==> src/rtl/block_fetch_sequencer_pkg.sv <==
// Shared types and constants for the TRIPS block fetch sequencer.
package block_fetch_sequencer_pkg;

    localparam int CHUNK_INSTRS = 32;
    localparam int MAX_CHUNKS   = 4;
    localparam int INSTR_IDX_W  = 7;

    typedef enum logic [2:0] {
        IDLE,
        START,
        ISSUE,
        DRAIN,
        DONE,
        FLUSH
    } fetch_state_e;

    // Bits needed to hold values 0..max_value inclusive.
    function automatic int count_width(input int max_value);
        return $clog2(max_value + 1);
    endfunction

endpackage

==> src/rtl/fetch_credit_counter.sv <==
// Saturating up/down counter tracking in-flight I-cache reads.
module fetch_credit_counter #(
    parameter int MAX_COUNT = 4,
    parameter int CNT_W     = 3
) (
    input  logic             clk,
    input  logic             rst,
    input  logic             inc,
    input  logic             dec,
    output logic [CNT_W-1:0] count,
    output logic             full
);

    logic [CNT_W-1:0] count_reg;
    logic [CNT_W-1:0] count_next;
    logic             inc_ok;
    logic             dec_ok;

    // A decrement with nothing outstanding is a stray response and is dropped.
    always_comb begin
        inc_ok     = inc && (count_reg < CNT_W'(MAX_COUNT));
        dec_ok     = dec && (count_reg != '0);
        count_next = count_reg;
        if (inc_ok && !dec_ok) begin
            count_next = count_reg + CNT_W'(1);
        end else if (dec_ok && !inc_ok) begin
            count_next = count_reg - CNT_W'(1);
        end
    end

    always_ff @(posedge clk or posedge rst) begin
        if (rst) begin
            count_reg <= '0;
        end else begin
            count_reg <= count_next;
        end
    end

    assign count = count_reg;
    assign full  = (count_reg >= CNT_W'(MAX_COUNT));

endmodule

==> src/rtl/block_fetch_sequencer.sv <==
// Fetches one TRIPS block word-by-word from the I-cache and streams it to the decoder.
// Optional FETCH_PERF_CNT_EN adds a busy-cycle counter output.
module block_fetch_sequencer #(
    parameter int ADDR_W          = 32,
    parameter int CHUNK_INSTRS    = block_fetch_sequencer_pkg::CHUNK_INSTRS,
    parameter int MAX_CHUNKS      = block_fetch_sequencer_pkg::MAX_CHUNKS,
    parameter int MAX_OUTSTANDING = 4
) (
    input  logic              clk,
    input  logic              rst,
    input  logic              fetch_req_valid,
    output logic              fetch_req_ready,
    input  logic [ADDR_W-1:0] fetch_addr,
    input  logic [2:0]        fetch_num_chunks,
    input  logic              flush,
    output logic              icache_req_valid,
    input  logic              icache_req_ready,
    output logic [ADDR_W-1:0] icache_req_addr,
    input  logic              icache_rsp_valid,
    input  logic [31:0]       icache_rsp_data,
    output logic              fetch_new_block,
    output logic              dec_instr_valid,
    output logic [31:0]       dec_raw_instr,
    output logic [block_fetch_sequencer_pkg::INSTR_IDX_W-1:0] dec_instr_idx,
`ifdef FETCH_PERF_CNT_EN
    output logic [15:0]       perf_fetch_cycles,
`endif
    output logic              fetch_busy,
    output logic              fetch_done
);

    import block_fetch_sequencer_pkg::*;

    localparam int TOTAL_MAX = CHUNK_INSTRS * MAX_CHUNKS;
    localparam int CNT_W     = count_width(TOTAL_MAX);
    localparam int OUT_W     = count_width(MAX_OUTSTANDING);

    fetch_state_e             state_reg;
    fetch_state_e             state_next;
    logic [ADDR_W-1:0]        base_reg;
    logic [CNT_W-1:0]         total_reg;
    logic [CNT_W-1:0]         issued_reg;
    logic [CNT_W-1:0]         issued_next;
    logic [CNT_W-1:0]         received_reg;
    logic [CNT_W-1:0]         total_cmd;
    logic [2:0]               chunks_sat;
    logic                     dec_valid_reg;
    logic [31:0]              dec_data_reg;
    logic [INSTR_IDX_W-1:0]   dec_idx_reg;
    logic [OUT_W-1:0]         outstanding;
    logic                     out_full;
    logic                     cmd_accept;
    logic                     req_accept;
    logic                     rsp_accept;
    logic                     rsp_deliver;
    logic                     unused_addr_bits;

    assign unused_addr_bits = ^fetch_addr[1:0];

    assign chunks_sat = (fetch_num_chunks > 3'(MAX_CHUNKS)) ? 3'(MAX_CHUNKS) : fetch_num_chunks;
    assign total_cmd  = CNT_W'(chunks_sat) * CNT_W'(CHUNK_INSTRS);

    assign fetch_req_ready  = (state_reg == IDLE);
    assign fetch_busy       = (state_reg != IDLE);
    assign fetch_new_block  = (state_reg == START);
    assign fetch_done       = (state_reg == DONE);
    assign icache_req_valid = (state_reg == ISSUE) && (issued_reg < total_reg) && !out_full;
    assign icache_req_addr  = base_reg + {{(ADDR_W-CNT_W-2){1'b0}}, issued_reg, 2'b00};

    assign cmd_accept  = fetch_req_valid && fetch_req_ready;
    assign req_accept  = icache_req_valid && icache_req_ready;
    // Responses still retire credits while flushing; in IDLE they are stray and ignored.
    assign rsp_accept  = icache_rsp_valid && (state_reg != IDLE);
    assign rsp_deliver = icache_rsp_valid && !flush &&
                         ((state_reg == ISSUE) || (state_reg == DRAIN));
    assign issued_next = issued_reg + CNT_W'(req_accept);

    fetch_credit_counter #(
        .MAX_COUNT (MAX_OUTSTANDING),
        .CNT_W     (OUT_W)
    ) u_credit (
        .clk   (clk),
        .rst   (rst),
        .inc   (req_accept),
        .dec   (rsp_accept),
        .count (outstanding),
        .full  (out_full)
    );

    always_comb begin
        state_next = state_reg;
        case (state_reg)
            IDLE:    if (cmd_accept) state_next = START;
            START:   state_next = (total_reg == '0) ? DONE : ISSUE;
            ISSUE:   if (issued_next == total_reg) state_next = DRAIN;
            DRAIN:   if (received_reg == total_reg) state_next = DONE;
            DONE:    state_next = IDLE;
            FLUSH:   if (outstanding == '0) state_next = IDLE;
            default: state_next = IDLE;
        endcase
        // Flush overrides every transition out of an active state, including DRAIN->DONE.
        if (flush && (state_reg != IDLE) && (state_reg != FLUSH)) begin
            state_next = FLUSH;
        end
    end

    always_ff @(posedge clk or posedge rst) begin
        if (rst) begin
            state_reg     <= IDLE;
            base_reg      <= '0;
            total_reg     <= '0;
            issued_reg    <= '0;
            received_reg  <= '0;
            dec_valid_reg <= 1'b0;
            dec_data_reg  <= '0;
            dec_idx_reg   <= '0;
        end else begin
            state_reg     <= state_next;
            dec_valid_reg <= rsp_deliver;
            if (cmd_accept) begin
                base_reg     <= {fetch_addr[ADDR_W-1:2], 2'b00};
                total_reg    <= total_cmd;
                issued_reg   <= '0;
                received_reg <= '0;
            end else begin
                issued_reg <= issued_next;
                if (rsp_deliver) begin
                    dec_data_reg <= icache_rsp_data;
                    dec_idx_reg  <= received_reg[INSTR_IDX_W-1:0];
                    received_reg <= received_reg + CNT_W'(1);
                end
            end
        end
    end

    assign dec_instr_valid = dec_valid_reg;
    assign dec_raw_instr   = dec_data_reg;
    assign dec_instr_idx   = dec_idx_reg;

`ifdef FETCH_PERF_CNT_EN
    logic [15:0] perf_reg;

    always_ff @(posedge clk or posedge rst) begin
        if (rst) begin
            perf_reg <= '0;
        end else if (cmd_accept) begin
            perf_reg <= '0;
        end else if (fetch_busy && (perf_reg != 16'hFFFF)) begin
            perf_reg <= perf_reg + 16'd1;
        end
    end

    assign perf_fetch_cycles = perf_reg;
`endif

endmodule

==> config.mk <==
export PLATFORM = sky130hd
export DESIGN_NAME = block_fetch_sequencer
export DESIGN_NICKNAME = d
export VERILOG_FILES = /design/src/rtl/block_fetch_sequencer_pkg.sv /design/src/rtl/fetch_credit_counter.sv /design/src/rtl/block_fetch_sequencer.sv
export SDC_FILE = /design/constraint.sdc
export NUM_CORES = 1
export LEC_CHECK = 0
export BUFFER_PORTS_ARGS = -buffer_cell sky130_fd_sc_hd__buf_2
export CAP_MARGIN = 0
export CORE_MARGIN = 2
export CORE_UTILIZATION = 50
export CTS_CLUSTER_SIZE = 40
export DETAILED_ROUTE_END_ITERATION = 10
export PLACE_DENSITY = 0.76
export SETUP_SLACK_MARGIN = 0.05
export SLEW_MARGIN = 20
export SYNTH_ARGS = -nofsm -noshare
export SYNTH_HDL_FRONTEND = slang
export SYNTH_SLANG_ARGS = --single-unit
==> constraint.sdc <==
create_clock -name clk -period 3.31 [get_ports clk]
set_input_delay 0.4965 -clock clk [delete_from_list [all_inputs] [get_ports clk]]
set_output_delay 0.4965 -clock clk [all_outputs]
set_load 0.005 [all_outputs]
-- Word-level counts from Yosys, hierarchy flattened
Index checks and enable logic that the tools add are counted.
- output and inout port bits: 77
- logic and storage cells: 71
- bits in registers: 95
- bits of input ports: 73
- eq/ne operators: 12
- mux-type cells: 13
- bitwise logic cells: 1
- reduce and logical (&&, ||, !) cells: 27
- magnitude comparators: 4
- add/subtract/negate cells: 5
- operators with widths (operator ; count):
    32-bit by 10-bit adder with 32-bit output ; 1
    3-bit two-way mux ; 9
    8-bit two-way mux ; 3
    8-bit == test ; 2
    3-bit case mux with 5 select lines ; 1
    1-bit logical AND ; 13
    3-bit by 1-bit != test with 1-bit output (second input constant) ; 3
    8-bit by 1-bit adder with 8-bit output ; 1
    8-bit by 1-bit adder with 8-bit output (second input constant) ; 1
    8-bit zero test ; 1
    8-bit < comparator ; 1
    3-bit by 2-bit == test with 1-bit output (second input constant) ; 2
    3-bit == test (second input constant) ; 2
    3-bit zero test ; 2
    3-bit != test (second input constant) ; 2
    3-bit nonzero test ; 2
    1-bit zero test ; 4
    4-bit AND reduction ; 1
    2-bit nonzero test ; 2
    3-bit by 1-bit adder with 3-bit output (second input constant) ; 1
    3-bit by 1-bit == test with 1-bit output (second input constant) ; 1
    3-bit >= comparator (second input constant) ; 1
    3-bit > comparator (second input constant) ; 1
    3-bit < comparator (second input constant) ; 1
    other kinds (4) ; 4

-- Logic depth before layout (Yosys ltp)
- depth after elaboration: 9
- depth in mapped cells: 12

-- By module
Synthesis repeated with hierarchy kept, for this count alone.
- cells, all modules: 493
- area total of the unflattened synthesis: 4818.4 µm²
- by module, submodules not included (module ; seq. area each (µm²) ; instances ; area an instance (µm²) ; cells an instance):
    block_fetch_sequencer ; 2302.2 ; 1 ; 4644.5 ; 478
    fetch_credit_counter ; 75.1 ; 1 ; 173.9 ; 15

-- Least setup slack after synthesis
OpenSTA, ideal clock, no wires.
- kind: reg-to-reg
- start point: register total_reg[7]
- end point: register state_reg[0]
- setup slack: 362 ps
- arrival time: 2881 ps
- required time: 3243 ps
- period minus slack after synthesis: 2948 ps
- buffers on the path: 0
- cell stages (with the launch flop): 13
- cell sequence: dfrtp_1 > inv_1 > ha_1 > or4_1 > a21oi_1 > and2_1 > ha_1 > ha_1 > nand3_1 > a311oi_1 > o221ai_1 > o31ai_1 > o2111a_1
- word-level cells in the longest chain between the ends: 8
- RTL lines (what ; line ; source):
    from (decl) ; block_fetch_sequencer.sv:41 ; logic [CNT_W-1:0] total_reg;
    from (signal assigned) ; block_fetch_sequencer.sv:122 ; total_reg <= total_cmd;
    8-bit < comparator ; block_fetch_sequencer.sv:67 ; assign icache_req_valid = (state_reg == ISSUE) && (issued_reg < total_reg) && !out_full;
    1-bit logical AND (2 in series) ; block_fetch_sequencer.sv:67 ;
    via icache_req_valid ; block_fetch_sequencer.sv:16 ; output logic icache_req_valid,
    1-bit logical AND ; block_fetch_sequencer.sv:71 ; assign req_accept = icache_req_valid && icache_req_ready;
    8-bit by 1-bit adder with 8-bit output ; block_fetch_sequencer.sv:76 ; assign issued_next = issued_reg + CNT_W'(req_accept);
    8-bit == test ; block_fetch_sequencer.sv:95 ; ISSUE: if (issued_next == total_reg) state_next = DRAIN;
    3-bit by 1-bit != test with 1-bit output (no line) ; n/a ;
    4-bit AND reduction (no line) ; n/a ;
    to (signal assigned) ; block_fetch_sequencer.sv:118 ; state_reg <= state_next;
    to (decl) ; block_fetch_sequencer.sv:38 ; fetch_state_e state_reg;
The timed path passes the listed nets, and every way through them passes these cells.
A chain may end at the register's enable or synchronous reset.

-- Final worst setup path
- start point: register total_reg[7]
- end point: register state_reg[0]
- word-level cells in the longest chain between the ends: 8
- RTL lines (what ; line):
    8-bit < comparator ; block_fetch_sequencer.sv:67
    1-bit logical AND (2 in series) ; block_fetch_sequencer.sv:67
    1-bit logical AND ; block_fetch_sequencer.sv:71
    8-bit by 1-bit adder with 8-bit output ; block_fetch_sequencer.sv:76
    8-bit == test ; block_fetch_sequencer.sv:95
    3-bit by 1-bit != test with 1-bit output (no line) ; n/a
    4-bit AND reduction (no line) (*) ; n/a
Mark *: on every way between the ends. The rest lies on a longest branch, timed or not.

==> results_dict.tcl <==
set metrics [dict create \
    synth.most_common_cell "nand2_1" \
    slew_headroom 0.490 \
    dp_hpwl_um 7900 \
    drc_errors 0 \
    slew_viol_final 0 \
    leakagePower_uw 0.00312 \
    swShare 0.353 \
    drt_iter0_drc 108 \
    path_clk_slew_ns 0.10 \
    crit_buf_inv 1 \
    critPathMaxFanout 5 \
    ys_ff_latch 95 \
    synthCells 489 \
    power_density_nw_per_um2 735 \
    rows 36 \
    fp.dieW_um 103 \
    hold_class "in2async" \
    cts_inserted_buffers 9 \
    tns_ns 0 \
    ys_top_cells_by_count "nand2_1, dfrtp_1, mux2_2" \
    cp_data_arrival_time_ns 3.43 \
    clock.fmax_mhz 323 \
    dieArea_sq_um 10700 \
    die_y_um 103 \
    reg2reg_setup_slack_ns 0.21 \
    worst_slew_pin_slew_ns 0.765 \
    place_congestion 0.892 \
    routed-via-count 3956 \
    cts.htree.levels 3 \
    clkPwrFrac 0.202 \
    wl_um 11000 \
    fill_cells 810 \
    synth_top_cell_by_area "dfrtp_1" \
    io_buffers 145 \
    timing.rr.end "state_reg[0]$_DFFE_PP0P_" \
    largest_reg_flops 32 \
    finalSetupViolCount 0 \
    peakVddDrop_v 0.000502 \
    core_sq_um 9680 \
    area_growth_pct 23.5 \
    crit_chain "inv_1, ha_1, or4_1, a21oi_1, and2_1, ha_2, ha_1, nand3_1, a311oi_2, o221ai_1, o31ai_1, o2111a_1" \
    crit_family "compound AO/OA/AOI/OAI gates" \
    skew_ns 0.0130 \
    drt-pass1-iter-count 4 \
    regArea_sq_um 2380 \
    nNetsFinal 729 \
    synthArstFlopShare 1.00 \
    ctsLongestPathBuffers 2 \
    clock_sink_count 95 \
    track_usage 0.212 \
    postCtsHoldBufs 0 \
    via_per_inst 5.08 \
    grt_pass1_wl_um 17300 \
    netlist_area_sq_um 4930 \
    synth.distinct_cells 54 \
    dp_cells 756 \
    power_frac_comb 0.365 \
    cap_violations 0 \
    antenna_found_initial 0 \
    crit_slowest_cell "or4_1" \
    hold_violations 0 \
    grt_max_degree 46 \
    pwr-share-seq 0.433 \
    status "finished, final reports clean" \
    fin_cells 778 \
    cp_common_cell "ha_1" \
    drive_gt1_frac 0.360 \
    cp_slowest_stage_delay_ns 0.49 \
    rr_worst_depth 12 \
    avgSynthCellArea_sq_um 10.1 \
    r2r_start "total_reg[7]$_DFFE_PP0P_" \
    power.net_switching_uw 1580 \
    clk_latency_ns 0.38 \
    synthFlopType "dfrtp_1" \
    synth-warning-count 0 \
    start_util 0.509 \
    critPathKind "reg2reg" \
    synth_sequential_area_ratio 0.482 \
    io_pins 150 \
    required_ns 3.64 \
    first_global_vias 3841 \
    clockRootBuffer "clkbuf_8" \
    p_int_uw 2900 \
    synth_top_cell_area_share 0.482 \
    finalCritPeriodShare 0.936 \
    wire_per_inst_um 14.2 \
    antenna_left 0 \
    min_period_ns 3.10 \
    cts_tree "yes" \
    grt.overflow.total 0 \
    multiInputGateArea_sq_um 2410 \
    start_kind "flip-flop" \
    synth_edf_count 0 \
    end_kind "flip-flop" \
    ys_top_cells_by_area "dfrtp_1, mux2_2, nand2_1" \
    rsz0062_at_grt "no" \
]
==> cell type report <==
cell class	instances	area share
Antenna cell	1	0.000411
Timing Repair Buffer	160	0.138
Clock buffer	10	0.0226
Multi-Input combinational cell	358	0.396
Tap cell	133	0.0273
Clock inverter	6	0.0162
Sequential cell	95	0.391
Inverter	15	0.00966
==> kinds of logic (layout without fill, tap and decap cells) <==
kind of cell | after synthesis | after routing | synth area share
multiplexers | 40 | 40 | 0.0914
other | 1 | 3 | 0.000761
flip-flops | 95 | 95 | 0.482
adder cells (fa/ha/maj) | 17 | 17 | 0.0462
buffers and inverters | 37 | 191 | 0.0335
AO/OA/AOI/OAI | 46 | 46 | 0.0642
XOR/XNOR | 49 | 49 | 0.0901
AND/OR/NAND/NOR | 204 | 204 | 0.192
==> how the worst max path moves through the flow <==
stage / startpoint / end / cells past startpoint
CTS: issued_reg[0]$_DFF_PP0_ / icache_req_addr[26] / 9
detailed placement: total_reg[7]$_DFFE_PP0P_ / state_reg[0]$_DFFE_PP0P_ / 12
floorplan: rst / base_reg[10]$_DFFE_PP0P_ / 1
global placement: total_reg[7]$_DFFE_PP0P_ / state_reg[0]$_DFFE_PP0P_ / 12
global route: issued_reg[0]$_DFF_PP0_ / icache_req_addr[22] / 10
finish: total_reg[7]$_DFFE_PP0P_ / state_reg[0]$_DFFE_PP0P_ / 12
==> timing repair <==
item	in CTS	in global routing
gates resized for setup	0	6
endpoints found under the hold margin	0	0
setup endpoints to repair	0	10
buffers inserted	0	5
==> per-stage QoR <==
stage	cell area, sq um	power, uW	hold WS [ns]	setup slack (ns)	utilization
floorplan	4930	2900	0.452	0.336	-
global placement	5800	3500	0.469	0.292	0.598
detailed placement	5800	3590	0.472	0.205	0.598
CTS	6030	4500	0.157	0.135	0.623
global route	6090	4830	0.190	0.0733	0.629
finish	6090	4480	0.149	0.212	0.629
==> cells in the final DEF, fill, tap and decap left out, types with 8 or more instances in the layout <==
cell | synthesis | routed
nand3_1 | 10 | 10
nand2_1 | 113 | 113
buf_4 | 2 | 15
buf_2 | 14 | 145
ha_1 | 15 | 13
xnor2_1 | 26 | 26
mux2_2 | 40 | 40
xor2_1 | 22 | 22
clkbuf_8 | 0 | 10
nand4_1 | 9 | 9
nor3_1 | 14 | 14
nor2_1 | 27 | 27
dfrtp_1 | 95 | 94
inv_1 | 14 | 13
a21oi_1 | 8 | 8
o21ai_0 | 9 | 9
==> power groups by stage <==
stage	sequential, uW	combinational, uW	clock (uW)
after floorplan	1910	995	0
final	1940	1640	904
after CTS	1940	1630	923
after detailed placement	1960	1630	0
after global routing	2000	1860	971
after global placement	1930	1570	0
==> per-layer routing <==
layer | GRT usage | share of wire | vias to the layer above
li1 | - | - | 1945
met1 | 0.258 | 0.44 | 1853
met2 | 0.353 | 0.48 | 148
met3 | 0.0833 | 0.076 | 10
met4 | 0.0567 | 0.0080 | 0
met5 | 0 | 0 | -
Note: power is estimated with default switching activity, not from simulation.
